[config.mk]
export PLATFORM = sky130hd
export DESIGN_NAME = tx_mac_lite_pad_stat
export DESIGN_NICKNAME = d
export VERILOG_FILES = /design/src/rtl/tx_mac_lite_pad_stat.sv
export SDC_FILE = /design/constraint.sdc
export NUM_CORES = 2
export LEC_CHECK = 0
export CAP_MARGIN = 10
export CORE_AREA = 2 2 447 449
export CTS_BUF_LIST = sky130_fd_sc_hd__clkbuf_8
export DETAILED_ROUTE_END_ITERATION = 16
export DIE_AREA = 0 0 449 451
export PLACE_DENSITY = 0.42
export SLEW_MARGIN = 10
export SYNTH_ARGS = -nofsm -noshare
export SYNTH_HDL_FRONTEND = slang
export SYNTH_SLANG_ARGS = --single-unit
[constraint.sdc]
create_clock -name CLK -period 34.2 [get_ports CLK]
set_input_delay 8.55 -clock CLK [delete_from_list [all_inputs] [get_ports CLK]]
set_output_delay 8.55 -clock CLK [all_outputs]
set_load 0.02 [all_outputs]
[src/rtl/tx_mac_lite_pad_stat.sv]
// tx_mac_lite_pad_stat: TX frame conditioner of the lite Ethernet MAC.
// Gates whole frames by an MI-controlled enable, zero-pads short single-word
// frames to MIN_FRAME_LEN and keeps wrapping transmit statistics with MI32
// snapshot/clear commands.
// Optional feature macro: TX_MAC_LITE_PAD_EN (defined = padding and the
// PADDED counter are present; undefined = short frames pass unchanged).
module tx_mac_lite_pad_stat #(
  parameter int MIN_FRAME_LEN = 60,
  parameter int CNT_WIDTH     = 64
) (
  input  logic         CLK,
  input  logic         RESET,
  input  logic [511:0] RX_MFB_DATA,
  input  logic         RX_MFB_SOF,
  input  logic         RX_MFB_EOF,
  input  logic [5:0]   RX_MFB_EOF_POS,
  input  logic         RX_MFB_SRC_RDY,
  output logic         RX_MFB_DST_RDY,
  output logic [511:0] TX_MFB_DATA,
  output logic         TX_MFB_SOF,
  output logic         TX_MFB_EOF,
  output logic [5:0]   TX_MFB_EOF_POS,
  output logic         TX_MFB_SRC_RDY,
  input  logic         TX_MFB_DST_RDY,
  input  logic [31:0]  MI_DWR,
  input  logic [31:0]  MI_ADDR,
  input  logic [3:0]   MI_BE,
  input  logic         MI_RD,
  input  logic         MI_WR,
  output logic         MI_ARDY,
  output logic [31:0]  MI_DRD,
  output logic         MI_DRDY
);

  typedef enum logic [1:0] {IDLE, FORWARD, DISCARD} state_t;

  // Counter slots: 0 FRAMES, 1 OCTETS, 2 PADDED, 3 DISCARD
  localparam int NUM_CNT = 4;

  state_t state_reg, state_next;

  logic         rx_xfer;
  logic         fwd_word;
  logic         discard_eof;
  logic [15:0]  byte_cnt_reg;
  logic [15:0]  len_base;
  logic [6:0]   eof_len;
  logic [16:0]  len_sum;
  logic [15:0]  len_sat;
  logic         pad_req;
  logic [511:0] pad_data;
  logic [5:0]   pad_eof_pos;
  logic [15:0]  pad_len;

  logic [511:0] tx_data_reg;
  logic         tx_sof_reg;
  logic         tx_eof_reg;
  logic [5:0]   tx_eof_pos_reg;
  logic         tx_src_rdy_reg;
  logic [15:0]  tx_len_reg;
  logic         tx_padded_reg;
  logic         tx_eof_xfer;

  logic                 enable_reg;
  logic [CNT_WIDTH-1:0] cnt_reg  [NUM_CNT];
  logic [CNT_WIDTH-1:0] snap_reg [NUM_CNT];
  logic [CNT_WIDTH-1:0] inc_val  [NUM_CNT];

  logic [3:0]  mi_addr;
  logic        mi_wr_ok;
  logic        cmd_snap;
  logic        cmd_clr;
  logic [63:0] rd_ext;
  logic [31:0] rd_data;
  logic [31:0] drd_reg;
  logic        drdy_reg;
  logic        unused_bits;

  // Output register can take a new word when empty or when it drains this cycle
  assign RX_MFB_DST_RDY = TX_MFB_DST_RDY || !tx_src_rdy_reg;
  assign rx_xfer        = RX_MFB_SRC_RDY && RX_MFB_DST_RDY;
  assign tx_eof_xfer    = tx_src_rdy_reg && TX_MFB_DST_RDY && tx_eof_reg;

  assign TX_MFB_DATA    = tx_data_reg;
  assign TX_MFB_SOF     = tx_sof_reg;
  assign TX_MFB_EOF     = tx_eof_reg;
  assign TX_MFB_EOF_POS = tx_eof_pos_reg;
  assign TX_MFB_SRC_RDY = tx_src_rdy_reg;

  assign MI_ARDY  = 1'b1;
  assign MI_DRD   = drd_reg;
  assign MI_DRDY  = drdy_reg;
  assign mi_addr  = MI_ADDR[5:2];
  assign mi_wr_ok = MI_WR && MI_BE[0];
  assign cmd_snap = mi_wr_ok && (mi_addr == 4'd9) && MI_DWR[0];
  assign cmd_clr  = mi_wr_ok && (mi_addr == 4'd9) && MI_DWR[1];

  assign unused_bits = ^{MI_ADDR[31:6], MI_ADDR[1:0], MI_BE[3:1], MI_DWR[31:2]};

  // Frame state register
  always_ff @(posedge CLK or posedge RESET) begin
    if (RESET) state_reg <= IDLE;
    else       state_reg <= state_next;
  end

  // Frame decisions: a SOF always restarts the decision, whatever the state
  always_comb begin
    state_next  = state_reg;
    fwd_word    = 1'b0;
    discard_eof = 1'b0;
    if (rx_xfer) begin
      if (RX_MFB_SOF) begin
        if (enable_reg) begin
          fwd_word   = 1'b1;
          state_next = RX_MFB_EOF ? IDLE : FORWARD;
        end else begin
          discard_eof = RX_MFB_EOF;
          state_next  = RX_MFB_EOF ? IDLE : DISCARD;
        end
      end else begin
        case (state_reg)
          FORWARD: begin
            fwd_word = 1'b1;
            if (RX_MFB_EOF) state_next = IDLE;
          end
          DISCARD: begin
            discard_eof = RX_MFB_EOF;
            if (RX_MFB_EOF) state_next = IDLE;
          end
          default: ;
        endcase
      end
    end
  end

  // Saturating frame length: prior words of this frame plus this word's bytes
  assign len_base = RX_MFB_SOF ? 16'd0 : byte_cnt_reg;
  assign eof_len  = {1'b0, RX_MFB_EOF_POS} + 7'd1;
  assign len_sum  = {1'b0, len_base} + (RX_MFB_EOF ? {10'd0, eof_len} : 17'd64);
  assign len_sat  = len_sum[16] ? 16'hFFFF : len_sum[15:0];

  // Byte counter tracks the running length of the current frame
  always_ff @(posedge CLK or posedge RESET) begin
    if (RESET)        byte_cnt_reg <= 16'd0;
    else if (rx_xfer) byte_cnt_reg <= len_sat;
  end

`ifdef TX_MAC_LITE_PAD_EN
  // Only single-word frames can be short, since MIN_FRAME_LEN fits in one word
  assign pad_req = RX_MFB_SOF && RX_MFB_EOF && (eof_len < 7'(MIN_FRAME_LEN));
`else
  assign pad_req = 1'b0;
`endif

  assign pad_eof_pos = pad_req ? 6'(MIN_FRAME_LEN - 1) : RX_MFB_EOF_POS;
  assign pad_len     = pad_req ? 16'(MIN_FRAME_LEN) : len_sat;

  // Bytes between the original end and MIN_FRAME_LEN-1 become zero when padding
  generate
    for (genvar gi = 0; gi < 64; gi++) begin : g_pad_byte
      if (gi < MIN_FRAME_LEN) begin : g_maskable
        assign pad_data[gi*8 +: 8] =
          (pad_req && (7'(gi) > {1'b0, RX_MFB_EOF_POS})) ? 8'h00 : RX_MFB_DATA[gi*8 +: 8];
      end else begin : g_pass
        assign pad_data[gi*8 +: 8] = RX_MFB_DATA[gi*8 +: 8];
      end
    end
  endgenerate

  // Single output register stage; holds while downstream stalls
  always_ff @(posedge CLK or posedge RESET) begin
    if (RESET) begin
      tx_data_reg    <= '0;
      tx_sof_reg     <= 1'b0;
      tx_eof_reg     <= 1'b0;
      tx_eof_pos_reg <= 6'd0;
      tx_src_rdy_reg <= 1'b0;
      tx_len_reg     <= 16'd0;
      tx_padded_reg  <= 1'b0;
    end else if (fwd_word) begin
      tx_data_reg    <= pad_data;
      tx_sof_reg     <= RX_MFB_SOF;
      tx_eof_reg     <= RX_MFB_EOF;
      tx_eof_pos_reg <= pad_eof_pos;
      tx_src_rdy_reg <= 1'b1;
      tx_len_reg     <= pad_len;
      tx_padded_reg  <= pad_req;
    end else if (TX_MFB_DST_RDY) begin
      tx_src_rdy_reg <= 1'b0;
    end
  end

  // Per-counter increment for this cycle
  always_comb begin
    for (int i = 0; i < NUM_CNT; i++) inc_val[i] = '0;
    if (tx_eof_xfer) begin
      inc_val[0] = CNT_WIDTH'(1);
      inc_val[1] = CNT_WIDTH'(tx_len_reg);
      inc_val[2] = CNT_WIDTH'(tx_padded_reg);
    end
    if (discard_eof) inc_val[3] = CNT_WIDTH'(1);
  end

  // Live counters and snapshots; clear beats increment, snapshot sees old value
  always_ff @(posedge CLK or posedge RESET) begin
    if (RESET) begin
      for (int i = 0; i < NUM_CNT; i++) begin
        cnt_reg[i]  <= '0;
        snap_reg[i] <= '0;
      end
    end else begin
      for (int i = 0; i < NUM_CNT; i++) begin
        if (cmd_clr) cnt_reg[i] <= '0;
        else         cnt_reg[i] <= cnt_reg[i] + inc_val[i];
        if (cmd_snap) snap_reg[i] <= cnt_reg[i];
      end
    end
  end

  // CTRL enable register
  always_ff @(posedge CLK or posedge RESET) begin
    if (RESET)                               enable_reg <= 1'b0;
    else if (mi_wr_ok && (mi_addr == 4'd8))  enable_reg <= MI_DWR[0];
  end

  // MI read decode
  always_comb begin
    rd_data = '0;
    rd_ext  = 64'(snap_reg[mi_addr[2:1]]);
    if (!mi_addr[3]) begin
      rd_data = mi_addr[0] ? rd_ext[63:32] : rd_ext[31:0];
`ifndef TX_MAC_LITE_PAD_EN
      if (mi_addr[2:1] == 2'd2) rd_data = '0;
`endif
    end else if (mi_addr == 4'd8) begin
      rd_data = {31'd0, enable_reg};
    end
  end

  // MI read response one cycle after the strobe
  always_ff @(posedge CLK or posedge RESET) begin
    if (RESET) begin
      drdy_reg <= 1'b0;
      drd_reg  <= '0;
    end else begin
      drdy_reg <= MI_RD;
      drd_reg  <= MI_RD ? rd_data : 32'd0;
    end
  end

endmodule

==> summary.txt <==
Placed design
  – Final GP Congestion: 1.001
  – Dpl ws: 15210 ps
  – Hpwl dp: about 190000 um
  – Input/output buffers: 1087

Clocking
  – CTS tree: yes
  – Longest Clk Path Bufs: 3
  – Setup Fix Bufs, Post-CTS: 0
  – Clock sinks: between 900 and 1000
  – Clk pin slew, worst setup/hold paths: around 50 ps
  – CTS root buf: clkbuf_8
  – Post_cts resized: 0
  – CTS Buf Count: 192
  – Hold-fix buffers, CTS: 0
  – H-tree levels: 4
  – Clk_lat worst skew: 970 ps

Final layout
  – Most frequent cells in the layout: 1709 x nand2_1, 1087 x clkdlybuf4s50_1, 973 x dfrtp_1
  – Max reg flops: 512
  – Final net count: 6033
  – Area Growth Syn to Fin: 43.45%
  – Fillers: 21128
  – Commonest non-fill, non-tap cell in the layout: nand2_1
  – Share of layout cells above drive strength 1: 9.263%

Logic synthesis
  – Post-synthesis cell type count: 71
  – Mapped Area: 40990 sq um
  – Flops & latches, synth: 973
  – Ys async rst share: between 90% and 100%
  – Mapped Nets: 4936
  – Syn avg cell area: 9.511 sq um
  – Cells after Synth: 4310
  – Post-synth EDFFs: 0
  – Post-synth top flop: dfrtp_1
  – Syn. warnings: 0
  – Seq/Total Area, Yosys: 59.40%

STA
  – Tmin final: approximately 19000 ps
  – Final Max Slew Viols: 0
  – Fin Hold WS: around 460 ps
  – Final Hold Viols: 0
  – Finish-stage setup viols: 0
  – Worst-margin pin slew: 1207 ps
  – Maximum clock frequency: 52.55 MHz
  – Setup TNS: 0 ps
  – Final Cycle Share: 55.65%
  – Post-route setup slack: 15170 ps
  – Rel. slew slack: roughly a fifth
  – Unrepaired setup endpoints after global routing: no
  – Post-Route Skew: 72.07 ps

Floorplan
  – Die ar.: 202500 sq um
  – Chip width: between 400 and 500 um
  – Die Y: 451 um
  – IO Count: roughly 1200
  – Cell Rows: 164
  – CORE AREA: about 200000 sq um
  – Starting density of the core: 20.68%

Critical path
  – WP data required: approximately 26000 ps
  – CP max stage cell: clkdlybuf4s50_1
  – WS Path Type: input port to primary output
  – Worst-path cell chain: clkdlybuf4s50_1, nand2b_1, clkdlybuf4s50_1
  – Most frequent CP cell: clkdlybuf4s50_1
  – Crit. End Element: primary output
  – CP max FO: 5
  – Critical path launch point type: input port
  – CP arrival: 10480 ps
  – Largest stage delay, worst path: between 900 and 1000 ps

Route
  – DR vias/cell: roughly 4.4
  – WL final: approximately 240000 um
  – DRT antenna net count: 0
  – DR WL/cell: roughly 29 um
  – DRC errors left: 0
  – Starting DRT DRC Count: 2291
  – Via Count: 35972
  – TritonRoute pass-1 iters: 5

Global routing
  – Initial antenna violation count: 153
  – GRT Residual Overflow: 0
  – Vias in the first global route: 35748
  – Total track usage: a little under a quarter
  – First-pass GRT wire length: around 320000 um
  – Pin count of the biggest net entering global routing: 178

Pwr
  – Overall power: 0.004148 W
  – Leakage power total: 27.48 nW
  – Max VDD drop: 0.03764 mV
  – Pwr dens: 70.55 nW/um^2

Job
  – Max Cap Viol: 0

Min path
  – Hold crit path type: flip-flop to flip-flop

Status
  – Outcome: finished clean
power breakdown:
part           internal [W]  switching (W)
Clock              0.000661       0.000578
Sequential          0.00139       0.000193
Combinational      0.000517       0.000814
Yosys cell counts (19+ instances only):
cell type  number  area (sq um)
xor2_1         38         332.8
o31ai_1        19         142.6
nand2_1      1711          6422
nor4b_1        31         271.5
ha_1           30         375.4
nor4_1         37         231.5
xnor2_1        93         814.5
dfrtp_1       973         24350
nand3_1        58         290.3
nand4_1        42         262.8
mux2_2        162          1824
o22ai_1        62         387.9
nor3_1         38         190.2
clkbuf_1      221         829.6
or3_1          34         212.7
inv_1          57         214.0
o21ai_0       127         635.6
nor2_1        233         874.6
and3_1         27         168.9
a21oi_1        90         450.4
or4_1          20         150.1
and2_1         42         262.8
critical path, delay by kind of cell:
| family | cells | cell delay [ps] |
|---|---|---|
| AND/OR/NAND/NOR | 1 | 370 |
| buffers and inverters | 2 | 1530 |
cell families after synthesis:
kind of cell / count (synthesis) / share of synthesized area (%)
AOI/OAI and AO/OA: 365 / 5.244
xor gates and xnor gates: 131 / 2.799
adders and majority gates: 32 / 1.013
buffers and inverters: 292 / 2.701
DFF: 973 / 59.40
muxes: 172 / 4.695
other: 1 / 0.009148
and+or+nand+nor: 2344 / 24.14
routing by layer:
layer	track usage [%]	part of all wire (%)	vias to the layer above
li1	-	-	16412
met3	9.400	9.0	438
met5	0	0.42	-
met1	28.51	41	17850
met4	6.534	2.8	156
met2	36.93	47	1116
final cells by class:
cell class | count | area (sq um) | share of cell area (%)
Clock buffer | 238 | 3276 | 5.571
Timing Repair Buffer | 1137 | 11310 | 19.23
Sequential cell | 973 | 24350 | 41.41
Tap cell | 2656 | 3323 | 5.652
Multi-Input combinational cell | 3045 | 15570 | 26.49
Inverter | 58 | 221.5 | 0.3766
Clock inverter | 109 | 664.4 | 1.130
Antenna cell | 35 | 87.58 | 0.1489
per-stage QoR:
stage	instances	cell area [sq um]	util [%]
after floorplan	4310	40990	-
after CTS	8216	58710	29.62
after detailed placement	7869	54770	27.63
final	8251	58800	29.66
after global routing	8225	58740	29.63
after global placement	7869	54770	27.63
final timing paths:
path,start,to,slack (ps),depth (start not counted)
worst max-delay path,TX_MFB_DST_RDY,RX_MFB_DST_RDY,15170,3
max in group asynchronous,RESET,tx_len_reg[11]$_DFFE_PP0P_,22290,6
worst min register to register,tx_len_reg[8]$_DFFE_PP0P_,tx_len_reg[8]$_DFFE_PP0P_,460,2
worst max register to register,TX_MFB_SRC_RDY$_DFFE_PP0P_,TX_MFB_DATA[477]$_DFFE_PP0P_,29210,7
min in group asynchronous,RESET,TX_MFB_DATA[53]$_DFFE_PP0P_,8060,2
worst min-delay path,tx_len_reg[8]$_DFFE_PP0P_,tx_len_reg[8]$_DFFE_PP0P_,460,2
Note: power is estimated with default switching activity, not from simulation.
